`src/rtl/alu_pkg.sv`:
```
// Shared ALU constants used by the datapath logic units.
package alu_pkg;

  // Operand/result width of the integer datapath.
  localparam int ALU_WIDTH = 32;

  // All-zeros result, used as the reset value of registered results.
  localparam logic [ALU_WIDTH-1:0] ALU_ZERO = 32'h0000_0000;

endpackage : alu_pkg

```
`src/rtl/and_1bit.sv`:
```
// Single-bit AND cell; the leaf element of the bitwise AND unit.
module and_1bit (
  output logic out,
  input  logic a,
  input  logic b
);

  // One gate; X propagates with ordinary & semantics (0 & X = 0).
  assign out = a & b;

endmodule : and_1bit

```
`src/rtl/and_32bit.sv`:
```
// 32-bit bitwise AND unit for the ALU AND/ANDI path.
// Provides the combinational result and zero flag, plus a registered copy of
// both that lags by one clock and clears asynchronously on reset.
module and_32bit
  import alu_pkg::*;
#(
  parameter int WIDTH = ALU_WIDTH
) (
  output logic [WIDTH-1:0] rd,
  input  logic [WIDTH-1:0] rs,
  input  logic [WIDTH-1:0] rt,
  input  logic             clk,
  input  logic             rst_n,
  output logic [WIDTH-1:0] rd_q,
  output logic             zero,
  output logic             zero_q
);

  // Heap-ordered OR tree: node n has children 2n+1 and 2n+2, the leaves
  // (indices WIDTH-1 .. 2*WIDTH-2) are the result bits, node 0 is the root.
  logic [2*WIDTH-2:0] or_node;
  logic [WIDTH-1:0]   rd_d;
  logic               zero_d;

  // Bit-sliced AND: one cell per result bit.
  for (genvar gi = 0; gi < WIDTH; gi++) begin : g_and_cell
    and_1bit u_and (
      .out (rd[gi]),
      .a   (rs[gi]),
      .b   (rt[gi])
    );
  end

  // Feed result bits into the leaves of the reduction tree.
  for (genvar gi = 0; gi < WIDTH; gi++) begin : g_or_leaf
    assign or_node[WIDTH-1+gi] = rd[gi];
  end

  // Internal tree nodes combine pairs of children.
  for (genvar gi = 0; gi < WIDTH-1; gi++) begin : g_or_node
    assign or_node[gi] = or_node[2*gi+1] | or_node[2*gi+2];
  end

  // Zero flag is the inverted root of the OR tree (a NOR reduction).
  assign zero = ~or_node[0];

  // Next-state values for the registered copy: capture every cycle.
  assign rd_d   = rd;
  assign zero_d = zero;

  // Registered result and flag; reset forces the "result is zero" state.
  always_ff @(posedge clk or negedge rst_n) begin
    if (!rst_n) begin
      rd_q   <= ALU_ZERO;
      zero_q <= 1'b1;
    end else begin
      rd_q   <= rd_d;
      zero_q <= zero_d;
    end
  end

endmodule : and_32bit

```
`config.mk`:
```
export PLATFORM = sky130hd
export DESIGN_NAME = and_32bit
export DESIGN_NICKNAME = d
export VERILOG_FILES = /design/src/rtl/alu_pkg.sv /design/src/rtl/and_1bit.sv /design/src/rtl/and_32bit.sv
export SDC_FILE = /design/constraint.sdc
export NUM_CORES = 1
export LEC_CHECK = 0
export ABC_AREA = 1
export BUFFER_PORTS_ARGS = -buffer_cell sky130_fd_sc_hd__buf_4
export CAP_MARGIN = 5
export CORE_ASPECT_RATIO = 1.5
export CORE_MARGIN = 5
export CORE_UTILIZATION = 37
export CTS_CLUSTER_DIAMETER = 200
export CTS_CLUSTER_SIZE = 30
export DETAILED_ROUTE_END_ITERATION = 10
export PLACE_DENSITY = 0.86
export REMOVE_ABC_BUFFERS = 1
export SLEW_MARGIN = 20
export SYNTH_ARGS = -nofsm -noshare
export SYNTH_HDL_FRONTEND = slang
export SYNTH_SLANG_ARGS = --single-unit
```
`constraint.sdc`:
```
create_clock -name clk -period 0.8 [get_ports clk]
set_input_delay 0.12 -clock clk [delete_from_list [all_inputs] [get_ports clk]]
set_output_delay 0.12 -clock clk [all_outputs]
set_load 0.01 [all_outputs]
```
* Word-level counts from Yosys, hierarchy flattened
Index checks and enable logic that the tools add are counted.
** Word-level totals
- Register bits after elaboration :: 33
- Latch bits :: 0
- Memory bits (writable) :: 0
- Memory bits (read-only) :: 0
- Word-level logic and storage cells :: 66
- Memories :: 0
** Cells by class
- Add/sub/neg operators :: 0
- $mul :: 0
- Div/mod/pow operators :: 0
- $lt $le $gt $ge :: 0
- Eq/ne operators :: 0
- Shift-type cells :: 0
- Mux-type cells :: 0
- Bitwise gates (word level) :: 64
- Reduce and logical (&&, ||, !) cells :: 0
** Operator list (number)
- bitwise AND 1 bit :: 32
- bitwise OR 1 bit :: 31
- inverter 1 bit :: 1

* Logic depth before layout (Yosys ltp)
- Depth in word-level cells :: 7
- Depth in mapped cells :: 7
- Depth with buffers taken out :: 7

* Cells and area by module
Synthesis repeated with hierarchy kept, for this count alone.
** Unflattened totals
- Cell total of the unflattened synthesis :: 128
- Area, all modules :: 1183.6 µm²
** By module, submodules not included
- and_32bit :: times used 1, cells each 64, area each 943.4 µm², sequential area each 827.0 µm²
- and_1bit :: times used 32, cells each 2, area each 7.5 µm², sequential area each 0.0 µm²

* Least setup slack after synthesis
No wires, ideal clock.
- Path kind :: input-to-output
- Start :: in rs[30]
- End :: out zero
- Data arrival time :: 0.653 ns
- Required time :: 0.680 ns
- Path slack :: 0.027 ns
- Stages :: 7
- Buffers on the path :: 0
- Path through :: nand2_1 > nand2_1 > inv_1 > nand2_1 > nor2_1 > nand2_1 > nor2_1
** On the way
- Word-level cells in the longest chain between the ends :: 7
** Ends and longest elaborated chain
- start, declared :: RTL line and_32bit.sv:10 : input logic [WIDTH-1:0] rs,
- bitwise AND 1 bit :: RTL line and_1bit.sv:9 : assign out = a & b;
- bitwise OR 1 bit (5 in series) :: RTL line and_32bit.sv:41 : assign or_node[gi] = or_node[2*gi+1] | or_node[2*gi+2];
- inverter 1 bit :: RTL line and_32bit.sv:45 : assign zero = ~or_node[0];
- end, declared :: RTL line and_32bit.sv:15 : output logic zero,
No other way between the ends.

* Worst setup path in the final report
- Start :: reg zero_q
- End :: out zero_q
** RTL lines
- start, declared :: RTL line and_32bit.sv:16 : output logic zero_q
- start signal, assigned :: RTL line and_32bit.sv:58 : zero_q <= zero_d;
No word-level cell between the ends.

==> flow_summary.yaml <==
grt:
  grt_usage_pct: 16.60
  grt_max_degree: 34
  grt_pass1_wl_um: 6230
  grt_pass1_vias: 1412
  antenna_found_initial: 0
  grt_overflow: 0
synth:
  ys_types: 7
  synth-seq-area-share_pct: 57.68
  syn_avg_cell_area_um2: 8.962
  ys_seq_elements: 33
  ys_warn_count: 0
  synth_area_leaders: "dfrtp_1 (56%), buf_4 (17%), nand2_1 (12%), inv_1 (10%), dfstp_2 (1.8%)"
  yosys.area.top_type: "dfrtp_1"
  syn-cell-area_um2: 1434
  syn_inst: 160
  synth_top_area_share_pct: 55.85
pwr:
  power.total_mw: 3.941
  cellPowerDensity_nw_per_um2: 1460
  ir_worst_vdd_v: 0.001288
  power.leakage_nw: 1.677
placed_design:
  gp_congestion: 0.7398
  dp_hpwl_um: 3610
  place_ws_ns: -0.2590
  place_area_um2: 2328
  portBuffers: 131
drt:
  wl_per_cell_um: 14.26
  dr.first_iter.drc_count: 22
  ant_nets: 0
  drc: 0
  vias: 1394
  wl_um: 4649
  via_per_inst: 4.276
  drt-pass1-iter-count: 4
critical_path:
  path_class: "register to output pin"
  end_kind: "output pin"
  cpPeakStageDelay_ns: 0.54
  cp_max_fo: 1
  crit_family: "flip-flops"
  cp-start-kind: "register"
  slowest_stage: "dfstp_2"
  arrival_ns: 0.91
  critPathBufInv: 1
  required_ns: 0.68
  path_cells: "buf_6"
cells_and_area:
  num_antenna_cells: 0
  final_common_cell: "buf_4"
  nets: 348
  layout_common_cells: "buf_4 (102), buf_6 (44), inv_1 (37)"
  layout-drive-gt1-share_pct: 63.96
  final_area_um2: 2699
  syn_to_final_growth_pct: 88.22
cts:
  cts_inserted_buffers: 5
  root_buffer: "clkbuf_8"
  htreeDepth: 2
  clock_sinks: 33
  clock_path_buffers: 2
  cts_tree: "done"
  clk_pin_slew_worst_paths_ns: 0.06
floorplanning:
  rows: 27
  die-area_um2: 5246
  fp.dieW_um: 60.83
  io_pins: 132
  dieHeight_um: 86.24
  start_util_pct: 38.59
  coreArea_um2: 3716
status:
  status: "finished with violations"
  violations: "setup timing"
worst_hold_path:
  min_path_type: "input port to register"
sta:
  rsz0062_at_grt: "yes"
  setup_viol: 34
  final.setup.worst_slack_ns: -0.2342
  fmax_mhz: 966.9
  layout_min_cycle_time_ns: 1.034
  hold_viol: 0
  slew_headroom_pct: 72.67
  worst_pin_slew_ns: 0.4099
  min_period_over_period_pct: 129.3
  timing.final.max_slew_violations: 0
run:
  max_cap_viol_count: 0
## what timing repair did
| item | CTS | global route |
|---|---|---|
| hold buffers | 1 | 0 |
| setup endpoints to repair | 34 | 34 |
| buffers inserted | 0 | 2 |
| pin swaps | 3 | 20 |
| resized for setup | 34 | 46 |
| hold endpoints to repair | 32 | 0 |
## cells by family after synthesis
kind of cell,after synthesis,synth area share [%]
flops,33,57.68
buf+inv,72,27.22
simple gates,55,15.10
## registers in the layout, indices dropped and copies added, names as in the netlist
signal,flops
zero_q,1
rd_q,32
## metrics by stage
stage               setup TNS [ns]  std cells  hold slack (ns)  utilization [%]
global route                -4.501        326          0.05772            72.63
floorplan                        0        128          -0.1756                -
finish                      -3.392        326          0.05377            72.63
global placement           -0.2633        315          0.07731            62.66
CTS                         -3.759        324          0.05634            68.48
detailed placement         -0.3297        315          0.08169            62.66
## Yosys cell counts
cell / count
nand4_1: 4
nand2_1: 46
nor2_1: 5
dfrtp_1: 32
inv_1: 40
dfstp_2: 1
buf_4: 32
## final timing paths
path,from,endpoint,slack (ns),depth (start not counted)
worst max-delay path,zero_q,zero_q,-0.23,1
worst min-delay path,rt[22],rd_q[22],0.05,3
max in group asynchronous,rst_n,zero_q,0.15,2
min in group asynchronous,rst_n,rd_q[6],0.32,2
## routing by layer
layer | wire length (um) | GRT usage [%] | vias to the layer above
met2 | 2673 | 30.87 | 83
met5 | 0 | 0 | -
met4 | 242 | 11.44 | 0
met1 | 1299 | 13.85 | 628
li1 | - | - | 662
met3 | 434 | 5.216 | 21
## report_power, final
part | internal (mW) | switching (mW) | leakage, nW | total, mW
sequential | 1.75 | 0.0390 | 0.423 | 1.79
clock | 0.617 | 0.541 | 0.0395 | 1.16
combinational | 0.580 | 0.412 | 1.21 | 0.992
## layout make-up
| class | count | area, um^2 |
|---|---|---|
| timing repair buffer | 147 | 1271 |
| fill | 254 | 1017 |
| sequential | 33 | 827.0 |
| multi-input combinational | 55 | 316.6 |
| inverter | 40 | 150.1 |
| clock buffer | 8 | 80.08 |
| tap | 43 | 53.80 |
Power figures use the tool's default switching activity.
